--- config.mk ---
export PLATFORM = sky130hd
export DESIGN_NAME = pipe_stage_regs
export DESIGN_NICKNAME = d
export VERILOG_FILES = /design/src/rtl/pipe_stage_regs_pkg.sv /design/src/rtl/pipe_stage_reg.sv /design/src/rtl/pipe_stage_regs.sv
export SDC_FILE = /design/constraint.sdc
export NUM_CORES = 1
export LEC_CHECK = 0
export ABC_AREA = 1
export BUFFER_PORTS_ARGS = -buffer_cell sky130_fd_sc_hd__buf_2
export CAP_MARGIN = 25
export CORE_AREA = 4 4 374 376
export DETAILED_ROUTE_END_ITERATION = 10
export DIE_AREA = 0 0 378 380
export HOLD_SLACK_MARGIN = 0.03
export PLACE_DENSITY = 0.3
export RECOVER_POWER = 25
export SLEW_MARGIN = 20
export SYNTH_ARGS = -nofsm -noshare
export SYNTH_HDL_FRONTEND = slang
export SYNTH_SLANG_ARGS = --single-unit
--- constraint.sdc ---
create_clock -name clk -period 1.2 [get_ports clk]
set_clock_uncertainty 0.1 [all_clocks]
set_input_delay 0.18 -clock clk [delete_from_list [all_inputs] [get_ports clk]]
set_output_delay 0.18 -clock clk [all_outputs]
set_load 0.03 [all_outputs]
--- src/rtl/pipe_stage_regs_pkg.sv ---
// Shared Y86 pipeline constants and packed record layouts for the F/D/E/M/W registers.
package pipe_stage_regs_pkg;

   localparam logic [7:0] INOP     = 8'h01;
   localparam logic [7:0] RNONE    = 8'h0F;
   localparam logic [7:0] SAOK     = 8'h01;
   localparam logic [7:0] SBUB     = 8'h00;
   localparam logic [2:0] CC_RESET = 3'b100;

   typedef struct packed {
      logic [7:0]  stat;
      logic [7:0]  icode;
      logic [7:0]  ifun;
      logic [7:0]  rA;
      logic [7:0]  rB;
      logic [31:0] valC;
      logic [31:0] valP;
   } d_reg_t;

   typedef struct packed {
      logic [7:0]  stat;
      logic [7:0]  icode;
      logic [7:0]  ifun;
      logic [7:0]  dstE;
      logic [7:0]  dstM;
      logic [7:0]  srcA;
      logic [7:0]  srcB;
      logic [31:0] valC;
      logic [31:0] valA;
      logic [31:0] valB;
   } e_reg_t;

   typedef struct packed {
      logic [7:0]  stat;
      logic [7:0]  icode;
      logic [7:0]  dstE;
      logic [7:0]  dstM;
      logic        Cnd;
      logic [31:0] valE;
      logic [31:0] valA;
   } m_reg_t;

   typedef struct packed {
      logic [7:0]  stat;
      logic [7:0]  icode;
      logic [7:0]  dstE;
      logic [7:0]  dstM;
      logic [31:0] valE;
      logic [31:0] valM;
   } w_reg_t;

   localparam d_reg_t D_BUBBLE = '{stat: SBUB, icode: INOP, ifun: 8'h00, rA: RNONE, rB: RNONE,
                                   valC: 32'h0, valP: 32'h0};
   localparam e_reg_t E_BUBBLE = '{stat: SBUB, icode: INOP, ifun: 8'h00, dstE: RNONE, dstM: RNONE,
                                   srcA: RNONE, srcB: RNONE, valC: 32'h0, valA: 32'h0, valB: 32'h0};
   localparam m_reg_t M_BUBBLE = '{stat: SBUB, icode: INOP, dstE: RNONE, dstM: RNONE, Cnd: 1'b0,
                                   valE: 32'h0, valA: 32'h0};
   localparam w_reg_t W_BUBBLE = '{stat: SBUB, icode: INOP, dstE: RNONE, dstM: RNONE,
                                   valE: 32'h0, valM: 32'h0};

endpackage

--- src/rtl/pipe_stage_reg.sv ---
// One pipeline register: reset > stall > bubble > load. Reset loads the bubble value.
module pipe_stage_reg #(
   parameter int               WIDTH      = 8,
   parameter logic [WIDTH-1:0] BUBBLE_VAL = '0
) (
   input  logic             clk,
   input  logic             rst,
   input  logic             stall_i,
   input  logic             bubble_i,
   input  logic [WIDTH-1:0] d_i,
   output logic [WIDTH-1:0] q_o
);

   // NOTE: non-blocking so every stage samples the pre-edge value of its neighbour.
   always_ff @(posedge clk) begin
      if (rst)
         q_o <= BUBBLE_VAL;
      else if (!stall_i)
         q_o <= bubble_i ? BUBBLE_VAL : d_i;
   end

endmodule

--- src/rtl/pipe_stage_regs.sv ---
// Y86 F/D/E/M/W pipeline register bank with condition codes and a sticky stall/bubble conflict flag.
module pipe_stage_regs
   import pipe_stage_regs_pkg::*;
#(
   parameter logic [31:0] RESET_PC = 32'h0000_0000
) (
   input  logic        clk,
   input  logic        rst,
   input  logic        F_stall_i,
   input  logic        D_stall_i,
   input  logic        D_bubble_i,
   input  logic        E_bubble_i,
   input  logic        M_bubble_i,
   input  logic        W_stall_i,
   input  logic        set_cc_i,
   input  logic [31:0] f_predPC_i,
   output logic [31:0] F_predPC_o,
   input  logic [7:0]  f_stat_i, f_icode_i, f_ifun_i, f_rA_i, f_rB_i,
   input  logic [31:0] f_valC_i, f_valP_i,
   output logic [7:0]  D_stat_o, D_icode_o, D_ifun_o, D_rA_o, D_rB_o,
   output logic [31:0] D_valC_o, D_valP_o,
   input  logic [7:0]  d_stat_i, d_icode_i, d_ifun_i, d_dstE_i, d_dstM_i, d_srcA_i, d_srcB_i,
   input  logic [31:0] d_valC_i, d_valA_i, d_valB_i,
   output logic [7:0]  E_stat_o, E_icode_o, E_ifun_o, E_dstE_o, E_dstM_o, E_srcA_o, E_srcB_o,
   output logic [31:0] E_valC_o, E_valA_o, E_valB_o,
   input  logic [7:0]  e_stat_i, e_icode_i, e_dstE_i, e_dstM_i,
   input  logic        e_Cnd_i,
   input  logic [31:0] e_valE_i, e_valA_i,
   input  logic [2:0]  e_cc_i,
   output logic [7:0]  M_stat_o, M_icode_o, M_dstE_o, M_dstM_o,
   output logic        M_Cnd_o,
   output logic [31:0] M_valE_o, M_valA_o,
   input  logic [7:0]  m_stat_i, m_icode_i, m_dstE_i, m_dstM_i,
   input  logic [31:0] m_valE_i, m_valM_i,
   output logic [7:0]  W_stat_o, W_icode_o, W_dstE_o, W_dstM_o,
   output logic [31:0] W_valE_o, W_valM_o,
   output logic [2:0]  cc_o,
   output logic        ctrl_err_o
);

   d_reg_t d_next, d_q;
   e_reg_t e_next, e_q;
   m_reg_t m_next, m_q;
   w_reg_t w_next, w_q;

   assign d_next = '{f_stat_i, f_icode_i, f_ifun_i, f_rA_i, f_rB_i, f_valC_i, f_valP_i};
   assign e_next = '{d_stat_i, d_icode_i, d_ifun_i, d_dstE_i, d_dstM_i, d_srcA_i, d_srcB_i,
                     d_valC_i, d_valA_i, d_valB_i};
   assign m_next = '{e_stat_i, e_icode_i, e_dstE_i, e_dstM_i, e_Cnd_i, e_valE_i, e_valA_i};
   assign w_next = '{m_stat_i, m_icode_i, m_dstE_i, m_dstM_i, m_valE_i, m_valM_i};

   pipe_stage_reg #(.WIDTH(32), .BUBBLE_VAL(RESET_PC)) u_f (
      .clk(clk), .rst(rst), .stall_i(F_stall_i), .bubble_i(1'b0),
      .d_i(f_predPC_i), .q_o(F_predPC_o));

   // Stall outranks bubble inside the register, so a D conflict holds D.
   pipe_stage_reg #(.WIDTH($bits(d_reg_t)), .BUBBLE_VAL(D_BUBBLE)) u_d (
      .clk(clk), .rst(rst), .stall_i(D_stall_i), .bubble_i(D_bubble_i),
      .d_i(d_next), .q_o(d_q));

   pipe_stage_reg #(.WIDTH($bits(e_reg_t)), .BUBBLE_VAL(E_BUBBLE)) u_e (
      .clk(clk), .rst(rst), .stall_i(1'b0), .bubble_i(E_bubble_i),
      .d_i(e_next), .q_o(e_q));

   pipe_stage_reg #(.WIDTH($bits(m_reg_t)), .BUBBLE_VAL(M_BUBBLE)) u_m (
      .clk(clk), .rst(rst), .stall_i(1'b0), .bubble_i(M_bubble_i),
      .d_i(m_next), .q_o(m_q));

   pipe_stage_reg #(.WIDTH($bits(w_reg_t)), .BUBBLE_VAL(W_BUBBLE)) u_w (
      .clk(clk), .rst(rst), .stall_i(W_stall_i), .bubble_i(1'b0),
      .d_i(w_next), .q_o(w_q));

   assign {D_stat_o, D_icode_o, D_ifun_o, D_rA_o, D_rB_o, D_valC_o, D_valP_o} = d_q;
   assign {E_stat_o, E_icode_o, E_ifun_o, E_dstE_o, E_dstM_o, E_srcA_o, E_srcB_o,
           E_valC_o, E_valA_o, E_valB_o} = e_q;
   assign {M_stat_o, M_icode_o, M_dstE_o, M_dstM_o, M_Cnd_o, M_valE_o, M_valA_o} = m_q;
   assign {W_stat_o, W_icode_o, W_dstE_o, W_dstM_o, W_valE_o, W_valM_o} = w_q;

   always_ff @(posedge clk) begin
      if (rst) begin
         cc_o       <= CC_RESET;
         ctrl_err_o <= 1'b0;
      end else begin
         if (set_cc_i)
            cc_o <= e_cc_i;
         if (D_stall_i && D_bubble_i)
            ctrl_err_o <= 1'b1;
      end
   end

endmodule
# Yosys cells after proc, flatten, opt, wreduce, memory -nomap -nowiden
# Index checks and enable logic that the tools add are counted.
# W data, S select, Z words.
totals:
  register_bits: 485
  input_bits: 493
  out_inout_bits: 485
  elab_cells: 11
classes:
  mux: 1
  n_reduce_logical: 3
op_table:
  columns: ["cell", "count"]
  rows:
  - ["$mux W104", 1]
  - ["$reduce_or A2 Y1", 2]
  - ["$logic_and A1 B1 Y1", 1]

# Longest topological paths before layout
logic_depth:
  word_depth: 1
  depth_mapped: 6
  depth_no_buf: 3

# Modules after synthesis
# A second synthesis with hierarchy kept.
hier_totals:
  cells_unflattened: 2116
  area_unflattened_um2: 16811.1
by_module_without_submodules:
  columns: ["module", "instances", "cells_each", "area_per_inst_um2", "seq_area_each_um2"]
  rows:
  - ["pipe_stage_reg at u_e", 1, 661, 5236.3, 3042.9]
  - ["pipe_stage_reg at u_d", 1, 453, 3608.5, 2082.0]
  - ["pipe_stage_reg at u_m", 1, 422, 3350.7, 1941.9]
  - ["pipe_stage_reg at u_w", 1, 418, 3329.4, 1921.8]
  - ["pipe_stage_reg at u_f", 1, 139, 1132.3, 640.6]
  - ["pipe_stage_regs", 1, 23, 153.9, 80.1]

# Worst setup path after synthesis
# OpenSTA, ideal clock, no wires.
synth_timing:
  path_kind: "input -> register"
  startpoint: "in rst"
  endpoint: "reg u_m.q_o[65]"
  setup_time_ns: 0.123
  arrival_time_ns: 1.028
  required_time_ns: 0.977
  path_slack_ns: -0.051
  stages: 5
  path_cell_list: "buf_2 or2_1 buf_2 buf_6 or2_2"
synth_between:
  elab_chain_len: 1
synth_rtl:
  columns: ["element", "line", "text"]
  rows:
  - ["from (decl)", "pipe_stage_regs.sv:8", "input logic rst,"]
  - ["$reduce_or A2 Y1 (no line)", null, null]
  - ["to (signal assigned)", "pipe_stage_reg.sv:19", "q_o <= bubble_i ? BUBBLE_VAL : d_i;"]
  - ["to (decl)", "pipe_stage_reg.sv:11", "output logic [WIDTH-1:0] q_o"]
# Every way passes these cells.
# A chain may end at the register's enable or synchronous reset.

# Final worst setup path
layout_timing:
  startpoint: "reg u_e.q_o[125]"
  endpoint: "out E_dstE_o[5]"
layout_rtl:
  columns: ["element", "line", "text"]
  rows:
  - ["from (decl)", "pipe_stage_reg.sv:11", null]
  - ["from (signal assigned)", "pipe_stage_reg.sv:19", null]
  - ["to (decl)", "pipe_stage_regs.sv:24", "output logic [7:0] E_stat_o, E_icode_o, E_ifun_o, E_dstE_o, E_dstM_o, E_srcA_o, E_srcB_o,"]
# No word-level cell between the ends.

==> results.json <==
{
  "violations": "setup timing",
  "placement.setup.worst_slack_ns": -0.313,
  "static-leakage-power_uw": 0.0165,
  "dr_total_vias": 17900,
  "final_cell_mix": "sky130_fd_sc_hd__dlygate4sd3_1 (705), sky130_fd_sc_hd__buf_2 (490), sky130_fd_sc_hd__dfxtp_2 (473)",
  "total_power_uw": 46500,
  "hold_path_startpoint": "W_stall_i",
  "port_buf_inserts": 977,
  "rows": 136,
  "cp_cell_sequence": "buf_8",
  "combPwrFrac_pct": 18.2,
  "clkPwrFrac_pct": 44.1,
  "routed_wl_mm": 91.1,
  "vias_in_the_first_global_route": 19300,
  "floorplan.initialDensity_pct": 11.5,
  "pwr_density_cell_mw_per_mm2": 1270,
  "globalRouteOverflowTotal": 0,
  "power.ir.vdd_worst_uv": 879,
  "power.share.switching_pct": 27.9,
  "post_synth.cell_area_avg_um2": 8.87,
  "floorplan.core_area_mm2": 0.137,
  "die_area_mm2": 0.144,
  "post_synth_mux_area_share_pct": 0,
  "power_frac_seq_pct": 37.8,
  "outcome": "finished with violations",
  "chipHeight_um": 380,
  "gp_congestion": 0.763,
  "most_frequent_standard_cell_in_the_layout_excluding_fill_and_tap_cells": "sky130_fd_sc_hd__dlygate4sd3_1",
  "hpwl_mm": 67.8,
  "post_route_cells_drive_above_1_share_pct": 49.0,
  "cts_max_path_buffers": 3,
  "setup_viol": 552,
  "cpMaxStageDelayCell": "sky130_fd_sc_hd__dfxtp_4",
  "dieWidth_um": 378,
  "unrepaired_setup_endpoints_after_global_routing": "true",
  "path_delay_family": "flip-flops",
  "min_period_ns": 1.44,
  "hold_depth": 5,
  "layout-area-overhead-vs-synth_pct": 132,
  "path_class": "register to output port",
  "critical_path_arrival_ns": 1.16,
  "avgRoutedWirePerCell_um": 16.9,
  "critical_path_peak_fanout": 1,
  "synthDominantCellAreaShare_pct": 61.7,
  "worstRegToRegCells": 3,
  "grt_max_degree": 63,
  "internal_power_uw": 33500,
  "cts.clk_slew.worst_paths_ns": 0.06,
  "report.final.hold_viol_count": 0,
  "cts_root_buffer": "sky130_fd_sc_hd__clkbuf_16",
  "yosys.area_share.simple_pct": 21.9,
  "global_route_wire_length_before_repair_mm": 129,
  "switching_component_of_the_power_uw": 13000,
  "drt-initial-drc-count": 621,
  "synth_top_family_by_area": "simple AND/OR/NAND/NOR gates",
  "slew_viol_final": 0,
  "max_slew_margin_pct": 40.5,
  "synth_xor_area_share_pct": 0,
  "remaining_drc_errors": 0,
  "max_freq_mhz": 695,
  "synthDistinctLibCells": 18,
  "worst_path_buffer_plus_inverter_count": 1,
  "netlist.top_cell.by_area": "sky130_fd_sc_hd__dfxtp_1",
  "num_clock_sinks": 485,
  "crit-reg2reg-capture": "u_d.q_o[50]",
  "timing.max_cap.violations": 0,
  "synth_area_leaders": "sky130_fd_sc_hd__dfxtp_1 (62%), sky130_fd_sc_hd__nor2_1 (9.2%), sky130_fd_sc_hd__nor2_4 (5.7%), sky130_fd_sc_hd__inv_1 (5.4%), sky130_fd_sc_hd__nand2_1 (5.2%)",
  "post_synth_fa_ha_maj_area_fraction_pct": 0,
  "final_antenna_net_count": 0,
  "cp-start-kind": "register",
  "hold_path_end": "u_w.q_o[86]",
  "post-route-period-util_pct": 120,
  "finalNetCount": 4023,
  "tightest_slew_ns": 0.893,
  "critPathRequiredTime_ns": 0.92,
  "pin_count": 978,
  "reg2reg_slack_ns": 0.36,
  "yosys_warnings": 0,
  "netlist_instances": 1775,
  "yosysSeqAreaShare_pct": 61.7,
  "timing.rr.start": "u_d.q_o[50]",
  "mappedNetlistArea_mm2": 0.0157,
  "timing.critical_path.slowest_cell_delay_ns": 0.39,
  "postSynthRegisterBits": 485,
  "synth_compound_gate_area_share_pct": 7.18,
  "grt.total_usage_pct": 12.2,
  "nFillCells": 14800,
  "drt_pass1_iterations": 4,
  "detail_route.vias_per_cell": 3.33,
  "fin_ws_ns": -0.240,
  "cts_made_buffers": 67,
  "cts_tree": "built",
  "critical_path.endpoint_type": "output port",
  "hp-class": "input port to register",
  "grt_antenna_before_repair": 14,
  "synth_fp_nets": 2268,
  "worst_skew_pair.late_latency_ns": 0.62,
  "level_count_of_the_clock_h_tree": 3
}
-- metrics by stage --
step           std cells  area, um^2  TNS, ns  hold WS [ns]  util [%]
2_1_floorplan       1775       15800   -0.114         0.180         -
3_5_place_dp        4527       23300   -54.42         0.263      17.0
4_1_cts             5366       36400  -135.08        0.0305      26.6
5_1_grt             5381       36500  -136.39        0.0369      26.7
3_3_place_gp        4527       23300   -45.97         0.258      17.0
6_report            5384       36500   -86.47        0.0622      26.7
-- state kept, by name (all words and copies together) (netlist names) --
register / flops
u_e.q_o: 152
u_d.q_o: 104
u_m.q_o: 97
u_w.q_o: 96
u_f.q_o: 32
cc_o: 3
ctrl_err_o: 1
-- what timing repair did --
item / 4_1_cts / 5_1_grt
endpoints found under the setup margin: 485 / 568
cloned: 0 / 3
hold endpoints to repair: 485 / 5
hold buffers: 714 / 2
resized for setup: 1481 / 28
buffers inserted: 4 / 10
pin swaps: 0 / 1
-- cells in the mapped netlist, drive strengths merged --
| master | instances |
|---|---|
| clkbuf | 58 |
| o21ai | 130 |
| nand3 | 19 |
| buf | 45 |
| inv | 228 |
| dfxtp | 485 |
| nor2 | 467 |
| nand2 | 219 |
| a21oi | 96 |
| or2 | 28 |
-- power by group through the flow --
stage,Sequential [uW],Combinational (uW),Clock [uW]
global placement,17600,5690,0
floorplan,19100,1430,0
CTS,17500,8560,21400
finish,17500,8450,20500
detailed placement,17600,5670,0
global route,17600,9050,22000
-- layer usage --
layer  GRT usage [%]  wire (um)  vias to the layer above
li1                -          -                     8859
met1            13.6      35800                     8226
met2            21.0      43700                      669
met3            4.44       7970                      158
met4            4.75       3550                        8
met5               0         50                        -
-- final cells by class --
cell class | instances | area [um^2] | area share (%)
Antenna cell | 8 | 20.0 | 0.0549
Clock buffer | 95 | 1930 | 5.30
Clock inverter | 26 | 324 | 0.888
Inverter | 228 | 870 | 2.38
Multi-Input combinational cell | 959 | 4570 | 12.5
Sequential cell | 485 | 10300 | 28.4
Tap cell | 1794 | 2240 | 6.15
Timing Repair Buffer | 1789 | 16200 | 44.4
-- worst max-delay path by stage --
stage,start,end,slack [ns],cells after the start
floorplan,rst,u_m.q_o[65],-0.03,5
global placement,rst,u_m.q_o[70],-0.26,4
detailed placement,rst,u_m.q_o[95],-0.31,4
CTS,u_e.q_o[125],E_dstE_o[5],-0.33,1
global route,u_e.q_o[125],E_dstE_o[5],-0.33,1
finish,u_e.q_o[125],E_dstE_o[5],-0.24,1
-- cell families (layout without fill, tap and decap cells) --
logic type,count (synthesis),after routing
flops,485,485
simple gates,733,733
other cells,0,8
buf+inv,331,2138
compound gates,226,226
Note: power is estimated with default switching activity, not from simulation.
